==> config.mk <==
export PLATFORM = sky130hd
export DESIGN_NAME = ex_hazard_forward_unit
export DESIGN_NICKNAME = d
export VERILOG_FILES = /design/src/rtl/hazard_pkg.sv /design/src/rtl/ex_hazard_forward_unit_fwd_sel_logic.sv /design/src/rtl/ex_hazard_forward_unit.sv
export SDC_FILE = /design/constraint.sdc
export NUM_CORES = 1
export LEC_CHECK = 0
export ABC_AREA = 1
export CAP_MARGIN = 0
export CORE_MARGIN = 2
export CORE_UTILIZATION = 52
export CTS_BUF_LIST = sky130_fd_sc_hd__clkbuf_4 sky130_fd_sc_hd__clkbuf_8
export DETAILED_ROUTE_END_ITERATION = 16
export GPL_ROUTABILITY_DRIVEN = 0
export PLACE_DENSITY = 0.88
export SETUP_SLACK_MARGIN = 0.2
export SLEW_MARGIN = 20
export SYNTH_ARGS = -nofsm -noshare
export SYNTH_HDL_FRONTEND = slang
export SYNTH_HIERARCHICAL = 1
export SYNTH_SLANG_ARGS = --single-unit
export TNS_END_PERCENT = 10
==> constraint.sdc <==
create_clock -name clk -period 2.3 [get_ports clk]
set_clock_uncertainty 0.1 [all_clocks]
set_input_delay 0.46 -clock clk [delete_from_list [all_inputs] [get_ports clk]]
set_output_delay 0.46 -clock clk [all_outputs]
set_load 0.01 [all_outputs]
==> src/rtl/hazard_pkg.sv <==
// Shared opcode constants, forwarding/FSM encodings and operand-use decode
// for the EX hazard and forwarding unit.
package hazard_pkg;

    localparam logic [6:0] OP_LUI    = 7'h37;
    localparam logic [6:0] OP_AUIPC  = 7'h17;
    localparam logic [6:0] OP_JAL    = 7'h6F;
    localparam logic [6:0] OP_JALR   = 7'h67;
    localparam logic [6:0] OP_BRANCH = 7'h63;
    localparam logic [6:0] OP_LOAD   = 7'h03;
    localparam logic [6:0] OP_STORE  = 7'h23;
    localparam logic [6:0] OP_IMM    = 7'h13;
    localparam logic [6:0] OP_REG    = 7'h33;
    localparam logic [6:0] OP_AMO    = 7'h2F;

    typedef enum logic [1:0] {
        FWD_RF  = 2'b00,
        FWD_WB  = 2'b01,
        FWD_MEM = 2'b10
    } fwd_sel_t;

    typedef enum logic {
        IDLE    = 1'b0,
        MD_WAIT = 1'b1
    } md_state_t;

    function automatic logic uses_rs1(input logic [6:0] opcode);
        return !((opcode == OP_LUI) || (opcode == OP_AUIPC) || (opcode == OP_JAL));
    endfunction

    function automatic logic uses_rs2(input logic [6:0] opcode);
        return (opcode == OP_REG) || (opcode == OP_STORE) ||
               (opcode == OP_BRANCH) || (opcode == OP_AMO);
    endfunction

endpackage

==> src/rtl/ex_hazard_forward_unit_fwd_sel_logic.sv <==
// Per-operand forwarding select: MEM ALU result beats WB data, x0 and
// unused operands always read the register file.
module fwd_sel_logic
    import hazard_pkg::*;
#(
    parameter int unsigned ADDR_W = 5
) (
    input  logic [ADDR_W-1:0] ex_rs,
    input  logic              rs_used,
    input  logic [ADDR_W-1:0] mem_rd,
    input  logic              mem_reg_write,
    input  logic              mem_mem_to_reg,
    input  logic [ADDR_W-1:0] wb_rd,
    input  logic              wb_reg_write,
    output fwd_sel_t          fwd_sel
);

    always_comb begin
        fwd_sel = FWD_RF;
        if (rs_used && (ex_rs != '0)) begin
            // A load in MEM has no ALU result to forward; it is caught by the stall.
            if (mem_reg_write && !mem_mem_to_reg && (mem_rd == ex_rs))
                fwd_sel = FWD_MEM;
            else if (wb_reg_write && (wb_rd == ex_rs))
                fwd_sel = FWD_WB;
        end
    end

endmodule

==> src/rtl/ex_hazard_forward_unit.sv <==
// EX-stage forwarding, load-use/branch/mul-div hazard control for the RV32IMA core.
// Optional HAZARD_WB_ID_BYPASS_EN adds WB->ID bypass selects for the decode read.
module ex_hazard_forward_unit
    import hazard_pkg::*;
#(
    parameter int unsigned ADDR_W         = 5,
    parameter int unsigned MULDIV_MAX_CYC = 34
) (
    input  logic              clk,
    input  logic              reset,
    input  logic [ADDR_W-1:0] rs1_address_id_i,
    input  logic [ADDR_W-1:0] rs2_address_id_i,
    input  logic [ADDR_W-1:0] rd_address_id_i,
    input  logic [6:0]        opcode_id_i,
    input  logic              reg_write_id_i,
    input  logic              mem_to_reg_id_i,
    input  logic              muldiv_id_i,
    input  logic              branch_taken_ex_i,
    input  logic              muldiv_done_i,
    output logic [1:0]        alu_forward_a_o,
    output logic [1:0]        alu_forward_b_o,
    output logic              pc_en_o,
    output logic              if_id_en_o,
    output logic              ex_en_o,
    output logic              if_id_flush_o,
    output logic              id_ex_flush_o,
    output logic [ADDR_W-1:0] rd_address_mem_o,
    output logic [ADDR_W-1:0] rd_address_wb_o,
    output logic              reg_write_mem_o,
    output logic              reg_write_wb_o,
    output logic              muldiv_timeout_o
`ifdef HAZARD_WB_ID_BYPASS_EN
    ,
    output logic              id_bypass_a_o,
    output logic              id_bypass_b_o
`endif
);

    localparam logic [7:0] WD_LIMIT = 8'(MULDIV_MAX_CYC);

    logic [ADDR_W-1:0] rs1_ex, rs2_ex, rd_ex;
    logic [6:0]        opcode_ex;
    logic              reg_write_ex, mem_to_reg_ex, muldiv_ex;
    logic [ADDR_W-1:0] rd_mem, rd_wb;
    logic              reg_write_mem, mem_to_reg_mem, reg_write_wb;

    md_state_t  state;
    logic [7:0] wd_cnt;
    logic       timeout_q;
    fwd_sel_t   fwd_a, fwd_b, fwd_a_hold, fwd_b_hold;
    logic       load_use, wd_expire, md_stall;

    fwd_sel_logic #(.ADDR_W(ADDR_W)) u_fwd_a (
        .ex_rs          (rs1_ex),
        .rs_used        (uses_rs1(opcode_ex)),
        .mem_rd         (rd_mem),
        .mem_reg_write  (reg_write_mem),
        .mem_mem_to_reg (mem_to_reg_mem),
        .wb_rd          (rd_wb),
        .wb_reg_write   (reg_write_wb),
        .fwd_sel        (fwd_a)
    );

    fwd_sel_logic #(.ADDR_W(ADDR_W)) u_fwd_b (
        .ex_rs          (rs2_ex),
        .rs_used        (uses_rs2(opcode_ex)),
        .mem_rd         (rd_mem),
        .mem_reg_write  (reg_write_mem),
        .mem_mem_to_reg (mem_to_reg_mem),
        .wb_rd          (rd_wb),
        .wb_reg_write   (reg_write_wb),
        .fwd_sel        (fwd_b)
    );

    always_comb begin
        load_use = mem_to_reg_ex && (rd_ex != '0) &&
                   ((uses_rs1(opcode_id_i) && (rd_ex == rs1_address_id_i)) ||
                    (uses_rs2(opcode_id_i) && (rd_ex == rs2_address_id_i)));
        // wd_cnt excludes the IDLE entry cycle and the current cycle, hence +2:
        // expiry fires on the op's MULDIV_MAX_CYC-th cycle in EX without done.
        wd_expire = (state == MD_WAIT) && !muldiv_done_i && ((wd_cnt + 8'd2) == WD_LIMIT);
        if (state == IDLE)
            md_stall = muldiv_ex && !muldiv_done_i;
        else
            md_stall = !muldiv_done_i && !wd_expire;
    end

    always_comb begin
        pc_en_o         = 1'b1;
        if_id_en_o      = 1'b1;
        ex_en_o         = 1'b1;
        if_id_flush_o   = 1'b0;
        id_ex_flush_o   = 1'b0;
        alu_forward_a_o = (state == MD_WAIT) ? fwd_a_hold : fwd_a;
        alu_forward_b_o = (state == MD_WAIT) ? fwd_b_hold : fwd_b;
        if (!reset) begin
            pc_en_o         = 1'b0;
            if_id_en_o      = 1'b0;
            ex_en_o         = 1'b0;
            if_id_flush_o   = 1'b1;
            id_ex_flush_o   = 1'b1;
            alu_forward_a_o = FWD_RF;
            alu_forward_b_o = FWD_RF;
        end else if (md_stall) begin
            pc_en_o    = 1'b0;
            if_id_en_o = 1'b0;
            ex_en_o    = 1'b0;
        end else if (branch_taken_ex_i) begin
            if_id_flush_o = 1'b1;
            id_ex_flush_o = 1'b1;
        end else if (load_use) begin
            pc_en_o       = 1'b0;
            if_id_en_o    = 1'b0;
            id_ex_flush_o = 1'b1;
        end
    end

    always_ff @(posedge clk) begin
        if (!reset) begin
            state      <= IDLE;
            wd_cnt     <= '0;
            timeout_q  <= 1'b0;
            fwd_a_hold <= FWD_RF;
            fwd_b_hold <= FWD_RF;
        end else begin
            case (state)
                IDLE: begin
                    wd_cnt     <= '0;
                    fwd_a_hold <= fwd_a;
                    fwd_b_hold <= fwd_b;
                    if (muldiv_ex && !muldiv_done_i)
                        state <= MD_WAIT;
                end
                MD_WAIT: begin
                    if (muldiv_done_i) begin
                        state  <= IDLE;
                        wd_cnt <= '0;
                    end else if (wd_expire) begin
                        state     <= IDLE;
                        wd_cnt    <= '0;
                        timeout_q <= 1'b1;
                    end else begin
                        wd_cnt <= wd_cnt + 8'd1;
                    end
                end
                default: state <= IDLE;
            endcase
        end
    end

    always_ff @(posedge clk) begin
        if (!reset) begin
            rs1_ex         <= '0;
            rs2_ex         <= '0;
            rd_ex          <= '0;
            opcode_ex      <= '0;
            reg_write_ex   <= 1'b0;
            mem_to_reg_ex  <= 1'b0;
            muldiv_ex      <= 1'b0;
            rd_mem         <= '0;
            reg_write_mem  <= 1'b0;
            mem_to_reg_mem <= 1'b0;
            rd_wb          <= '0;
            reg_write_wb   <= 1'b0;
        end else if (ex_en_o) begin
            if (id_ex_flush_o) begin
                rs1_ex        <= '0;
                rs2_ex        <= '0;
                rd_ex         <= '0;
                opcode_ex     <= '0;
                reg_write_ex  <= 1'b0;
                mem_to_reg_ex <= 1'b0;
                muldiv_ex     <= 1'b0;
            end else begin
                rs1_ex        <= rs1_address_id_i;
                rs2_ex        <= rs2_address_id_i;
                rd_ex         <= rd_address_id_i;
                opcode_ex     <= opcode_id_i;
                reg_write_ex  <= reg_write_id_i;
                mem_to_reg_ex <= mem_to_reg_id_i;
                muldiv_ex     <= muldiv_id_i;
            end
            rd_mem         <= rd_ex;
            reg_write_mem  <= reg_write_ex;
            mem_to_reg_mem <= mem_to_reg_ex;
            rd_wb          <= rd_mem;
            reg_write_wb   <= reg_write_mem;
        end else begin
            // MEM holds its instruction; WB sees a bubble so nothing retires twice.
            reg_write_wb <= 1'b0;
        end
    end

    assign rd_address_mem_o = rd_mem;
    assign rd_address_wb_o  = rd_wb;
    assign reg_write_mem_o  = reg_write_mem;
    assign reg_write_wb_o   = reg_write_wb;
    assign muldiv_timeout_o = timeout_q;

`ifdef HAZARD_WB_ID_BYPASS_EN
    assign id_bypass_a_o = reg_write_wb && (rd_wb != '0) && (rd_wb == rs1_address_id_i);
    assign id_bypass_b_o = reg_write_wb && (rd_wb != '0) && (rd_wb == rs2_address_id_i);
`endif

endmodule

==> reports/summary.txt, run 1 <==
Cell taking the most area after synthesis = dfxtp_1
Post-synth EDFFs = 0
Die height = 81.98 um
CORE AREA = 5886 um2
Routed vias = 3523
Avg Cell Area, Syn = 6.175 um2
Synth unique cells = 28
Slew @ Worst Pin = 0.4122 ns
Worst reg-to-reg path cell count = 13
Asr flop ratio synth = 0
HPWL after detailed placement = 6046 um
CP cell instances = buf_4 > nand2_2 > nor2_4 > a21oi_2 > nor2_2 > nand2_2 > buf_4 > nor2_4 > o21ai_2 > nor2_1 > buf_2
Failing checks = negative setup slack
Critical Path RT = 1.74 ns
Final Critical Period = 2.488 ns
Nets@finish = 628
Layout Area Growth over Synthesis = 34.23%
Status = finished with violations
Largest net degree at the start of global routing = 32
FP Rows = 28
WS Path Type = reg -> out
Synth Flop Type = dfxtp_1
Placed cell areas = 3955 um2
Flops & latches, synth = 52
Seq/Total Area, Yosys = 0.3292
Initial antenna violation count = 0
Ports = 51
Synth cell count leaders = nand2_1, nor2_1, inv_1
Warnings from Yosys = 6
Starting Density = 0.5372
Clk_lat worst skew = 0.31 ns
H-tree levels = 2
Slowest CP cell = dfxtp_2
Synth area leaders = dfxtp_1, nand2_1, nor2_1
R2r startpoint = wd_cnt[2]
Drt initial violations = 347
Antenna fix cells = 0
Final cycle utilization of the critical path = 1.082
Final antenna-violating net count = 0
Post-Syn Area = 3162 um2
Worst hold path stage count = 2
Lkg Pwr = 2.037 nW
Slew Viols, Final = 0
Layout cells sized above 1 = 0.2060
Final Cell Area = 4244 um2
Critical path's largest stage delay = 0.36 ns
Syn Inst Count = 512
Root Driver = clkbuf_8
CP Capture Type = output port
Rel. slew slack = 0.7249
CTS buffer count = 5
RSZ-0062 raised after global routing = true
Number of remaining DRC errors = 0
Sink Count = 52
CP arrival = 1.93 ns
CTS tree = built
Hold Violations, Final = 0
Syn nets = 544
Total track usage = 0.2572
Die area = 6720 um2
Critical Path Start = opcode_ex[3]
Number of global-route vias before repair = 3205
VDD IR max = 0.3193 mV
Max Cap Viol = 0
Most common cell in the netlist = nand2_1
Final WL = 8580 um
GR Overflow Total = 0
Die width = 81.98 um
Worst-path clk slew = 0.10 ns
Worst hold path type = reg -> reg
R2R Setup Slk = 0.24 ns
Buffers added on ports = 50
Final Setup Violations = 9
Drt wl/cell = 12.77 um
Global-route wire length before repair = 13700 um
Hold slack final = 0.3708 ns
Vias/cell = 5.243
Worst r2r dst = opcode_ex[6]
DRT Pass-1 Iters = 5
Hold_buf cts = 0
F_max = 402.0 MHz
Crit-path max FO = 3
Hold endpoint = mem_to_reg_mem
Clock Path Buffers = 2
PD cells = 449.8 nW/um2
Yosys top cell area share = 0.3292
Critical path startpoint category = flip-flop
PnR worst setup slack = -0.1877 ns
Worst min-delay path startpoint = mem_to_reg_ex
Total chip power = 0.001909 W
sequential cells by signal (all words and copies together) (netlist names):
signal,cells
reg_write_wb_o,1
state,1
reg_write_ex,1
fwd_b_hold,2
rd_ex,5
wd_cnt,8
mem_to_reg_ex,1
rd_address_wb_o,5
rs1_ex,5
rd_address_mem_o,5
rs2_ex,5
muldiv_timeout_o,1
fwd_a_hold,2
mem_to_reg_mem,1
muldiv_ex,1
reg_write_mem_o,1
opcode_ex,7
routing by layer:
layer | global-route usage | vias up | routed length, um
li1 | - | 1737 | -
met5 | 0 | - | 0
met1 | 0.3040 | 1599 | 3650
met3 | 0.04286 | 27 | 520
met4 | 0.08667 | 0 | 209
met2 | 0.4675 | 160 | 4200
cell usage in the layout (no fill, tap or decap), drive strengths merged:
master         synthesis  routed
a21oi                  4       4
nor2                  89      89
a21boi                 2       2
buf                   11      53
clkdlybuf4s15          0       1
inv                   90      90
nand4                 28      28
clkdlybuf4s50          0      36
clkbuf                 6       6
nor3                   1       1
nor4                   2       2
nand2                151     151
nand3                 41      41
dlygate4sd2            0       1
ha                     3       3
dfxtp                 52      52
xnor2                  4       4
dlymetal6s2s           0       3
o21ai                 11      11
xor2                  13      13
clkinv                 0       1
nand3b                 3       3
o211ai                 1       1
bufinv                 0       1
logic make-up (layout without fill, tap and decap cells):
family | Yosys count | count (layout) | share of synthesized area
fa+ha+maj | 3 | 3 | 0.01187
xor+xnor | 17 | 17 | 0.04709
flops | 52 | 52 | 0.3292
buf+inv | 107 | 192 | 0.1361
simple gates | 315 | 315 | 0.4424
compound gates | 18 | 18 | 0.03324
worst max-delay path, delay by kind of cell (launching register included):
family	cells	cell delay, ns
flip-flops	1	0.36
AO/OA/AOI/OAI	2	0.13
buffers and inverters	3	0.43
AND/OR/NAND/NOR	6	0.70
what timing repair did:
| action | 4_1_cts | 5_1_grt |
|---|---|---|
| setup endpoints to repair | 9 | 41 |
| resized for setup | 50 | 39 |
| setup buffers | 3 | 2 |
| pin swaps | 17 | 20 |
cell type report:
| class | instances | area [um2] |
|---|---|---|
| clock inverters | 2 | 38.79 |
| repair buffers | 94 | 814.5 |
| well taps | 75 | 93.84 |
| flip-flops and latches | 52 | 1052 |
| inverters | 90 | 337.8 |
| fillers | 457 | 1642 |
| multi-input cells | 353 | 1824 |
| clock buffers | 6 | 82.58 |
worst max path at each step:
| stage | cells past startpoint | to | slack [ns] |
|---|---|---|---|
| finish | 11 | alu_forward_b_o[1] | -0.19 |
| global route | 12 | alu_forward_b_o[0] | -0.28 |
| CTS | 11 | alu_forward_b_o[0] | -0.27 |
| detailed placement | 11 | id_ex_flush_o | -0.60 |
| global placement | 11 | id_ex_flush_o | -0.51 |
| floorplan | 14 | pc_en_o | 0.04 |
power breakdown:
group | switching (W) | total, W | internal [W] | leakage (nW)
combinational | 0.000153 | 0.000292 | 0.000139 | 1.55
sequential | 0.0000239 | 0.000942 | 0.000918 | 0.425
clock | 0.000318 | 0.000675 | 0.000356 | 0.0614
per-stage QoR:
step                setup TNS, ns  worst slack [ns]    util  std cells
floorplan                       0           0.03639       -        512
global placement           -3.041           -0.5087  0.6720        659
detailed placement         -5.943           -0.6045  0.6720        659
CTS                        -1.611           -0.2665  0.6988        670
global route               -1.666           -0.2800  0.7211        672
finish                    -0.9704           -0.1877  0.7211        672
No activity file was read; power rests on OpenSTA's default activity.
==> run 2: changes to the inputs <==
Settings changed: CTS_CLUSTER_DIAMETER set to 150.
==> results of run 2 <==
Final layout, timing and power as in run 1 (identical DEF).
==> run 3: changes to the inputs <==
Settings changed: GPL_ROUTABILITY_DRIVEN 0 to not set.
==> run 3 against run 2 <==
Effect of this change:
- the flow still finishes with violations (negative setup slack)
- cell count grew 3.9%
- register-to-register slack got worse by 0.38 ns
- total power shrank 7.1%
- sequential power barely moved
- maximum frequency shrank 3.4%
- via count increased by 9.1%
- utilization up 4.2 points
- non-clock buffer count grew 27
- sequential share of layout area shrank 1.3 points
- global-route usage up 3.4 points
- clock-buffer cell count is 1 lower
- largest cell class unchanged
- first-iteration DRC count up 18%
==> reports/summary.txt, run 3 (synthesis results as in run 1) <==
Most common cell after layout, fill and taps aside = nand2_1 (unchanged)
CP cell instances = buf_6 > inv_4 > ha_4 > nand2_4 > nor2_4 > nand2_1 > nor2_1 > nand2_1 > nand2_4 > nand2_4 > nand2_2 > nand2_2 > inv_1 > buf_2 (was buf_4 > nand2_2 > nor2_4 > a21oi_2 > nor2_2 > nand2_2 > buf_4 > nor2_4 > o21ai_2 > nor2_1 > buf_2)
Final Cell Area = 4491 um2 (was 4244 um2)
Initial antenna violation count = 0 (unchanged)
Final cycle utilization of the critical path = 1.120 (was 1.082)
Antenna fix cells = 0 (unchanged)
Final Critical Period = 2.576 ns (was 2.488 ns)
Max reg flops = 8 (unchanged)
Nets@finish = 655 (was 628)
CP Capture Type = output port (unchanged)
Drt initial violations = 409 (was 347)
Combinational fraction of design power = 0.177 (was 0.153)
Critical Path RT = 1.74 ns (about the same)
Largest regs = wd_cnt (8), opcode_ex (7) (unchanged)
FP Rows = 28 (unchanged)
Cells after DPL = 662 (was 659)
Clock Path Buffers = 2 (unchanged)
Buffers added on ports = 50 (unchanged)
Sw Share = 0.2816 (was 0.2596)
CP arrival = 2.02 ns (was 1.93 ns)
CORE AREA = 5886 um2 (unchanged)
HPWL after detailed placement = 6185 um (was 6046 um)
R2R Setup Slk = -0.14 ns (was 0.24 ns)
Crit-path max FO = 3 (unchanged)
VDD IR max = 0.2692 mV (was 0.3193 mV)
Largest net degree at the start of global routing = 49 (was 32)
Worst-path clk slew = 0.10 ns (about the same)
Routability congestion estimate = 0.9510
Failing checks = negative setup slack (unchanged)
Sequential power share = 0.531 (was 0.493)
Sink Count = 52 (unchanged)
Finished Layout Cells = 698 (was 672)
Clock power frac = 0.292 (was 0.354)
Slew @ Worst Pin = 0.4538 ns (was 0.4122 ns)
Hold Violations, Final = 0 (unchanged)
Most frequent CP cell = nand2_4
H-tree levels = 2 (unchanged)
Total track usage = 0.2911 (was 0.2572)
Slowest CP cell = dfxtp_4 (was dfxtp_2)
Power Internal = 0.001274 W (was 0.001413 W)
WS Path Type = reg -> out (unchanged)
PD cells = 395.0 nW/um2 (was 449.8 nW/um2)
Ports = 51 (unchanged)
Routed vias = 3842 (was 3523)
Global-route wire length before repair = 15250 um (was 13700 um)
CTS buffer count = 5 (unchanged)
Die height = 81.98 um (unchanged)
Rel. slew slack = 0.6975 (was 0.7249)
Slew Viols, Final = 0 (unchanged)
Final WL = 10320 um (was 8580 um)
Placed cell areas = 3978 um2 (was 3955 um2)
F_max = 388.3 MHz (was 402.0 MHz)
RSZ-0062 raised after global routing = true (unchanged)
Final Setup Violations = 10 (was 9)
Dpl ws = -0.6760 ns (was -0.6045 ns)
Die width = 81.98 um (unchanged)
Worst hold path type = reg -> reg (unchanged)
Commonest non-fill, non-tap cells in the layout = nand2_1, inv_1, nor2_1 (unchanged)
PnR worst setup slack = -0.2756 ns (was -0.1877 ns)
Number of remaining DRC errors = 0 (unchanged)
Status = finished with violations (unchanged)
Vias/cell = 5.504 (was 5.243)
Root Driver = clkbuf_8 (unchanged)
Number of global-route vias before repair = 3453 (was 3205)
Total chip power = 0.001774 W (was 0.001909 W)
CTS tree = built (unchanged)
Layout cells sized above 1 = 0.2472 (was 0.2060)
Drt wl/cell = 14.78 um (was 12.77 um)
Layout Area Growth over Synthesis = 42.03% (was 34.23%)
Max Cap Viol = 0 (unchanged)
Starting Density = 0.5372 (unchanged)
GR Overflow Total = 0 (unchanged)
Die area = 6720 um2 (unchanged)
Critical path's largest stage delay = 0.38 ns (was 0.36 ns)
Register with the most flip-flops = wd_cnt (unchanged)
Clk_lat worst skew = 0.31 ns (about the same)
DRT Pass-1 Iters = 6 (was 5)
Final antenna-violating net count = 0 (unchanged)
Lkg Pwr = 2.178 nW (was 2.037 nW)
Critical path startpoint category = flip-flop (unchanged)
NetSw = 0.0004996 W (was 0.0004956 W)
==> run 3: path summary, 6_finish.rpt <==
check                 from              to  cells past startpoint
max              wd_cnt[1]   if_id_flush_o                     14
min          mem_to_reg_ex  mem_to_reg_mem                      2
max reg2reg   opcode_ex[2]   fwd_b_hold[1]                     18
min reg2reg  mem_to_reg_ex  mem_to_reg_mem                      2
==> run 3: routing by layer <==
layer	vias up	wire (um)	track usage
met5	-	0	0
met4	0	656	0.1483
met3	82	990	0.06374
met2	259	4911	0.5146
met1	1709	3758	0.3266
li1	1792	-	-
==> run 3: power by group through the flow <==
stage / clock network, W / logic, W / registers, W
floorplan: 0 / 0.000156 / 0.000958
global placement: 0 / 0.000271 / 0.000961
detailed placement: 0 / 0.000281 / 0.000962
CTS: 0.000518 / 0.000291 / 0.000941
global route: 0.000553 / 0.000341 / 0.000945
finish: 0.000518 / 0.000314 / 0.000943
==> run 3: per-stage QoR <==
step	hold WS [ns]	util	TNS, ns
after floorplan	0.3291	-	0
after global placement	0.3464	0.6758	-3.052
after detailed placement	0.3619	0.6758	-7.806
after CTS	0.3731	0.7290	-2.359
after global routing	0.4158	0.7630	-3.380
final	0.3782	0.7630	-2.018
==> run 3: layout make-up <==
type	count	area, um2
Clock buffer	5	68.82
Clock inverter	2	12.51
Fill cell	426	1395
Inverter	90	340.3
Multi-Input combinational cell	353	1878
Sequential cell	52	1054
Tap cell	75	93.84
Timing Repair Buffer	121	1044
==> run 3: worst max-delay path, delay by kind of cell, from the launching register on <==
kind                     cells  cell delay [ns]
AND/OR/NAND/NOR              9             0.77
buffers and inverters        4             0.42
flip-flops                   1             0.38
adder cells (fa/ha/maj)      1             0.13
==> run 3: repair_timing <==
| item | CTS | global route |
|---|---|---|
| pin swaps | 25 | 23 |
| setup endpoints to repair | 34 | 51 |
| hold buffers | 0 | 0 |
| hold endpoints to repair | 0 | 0 |
| setup buffers | 24 | 5 |
| gates resized for setup | 65 | 49 |
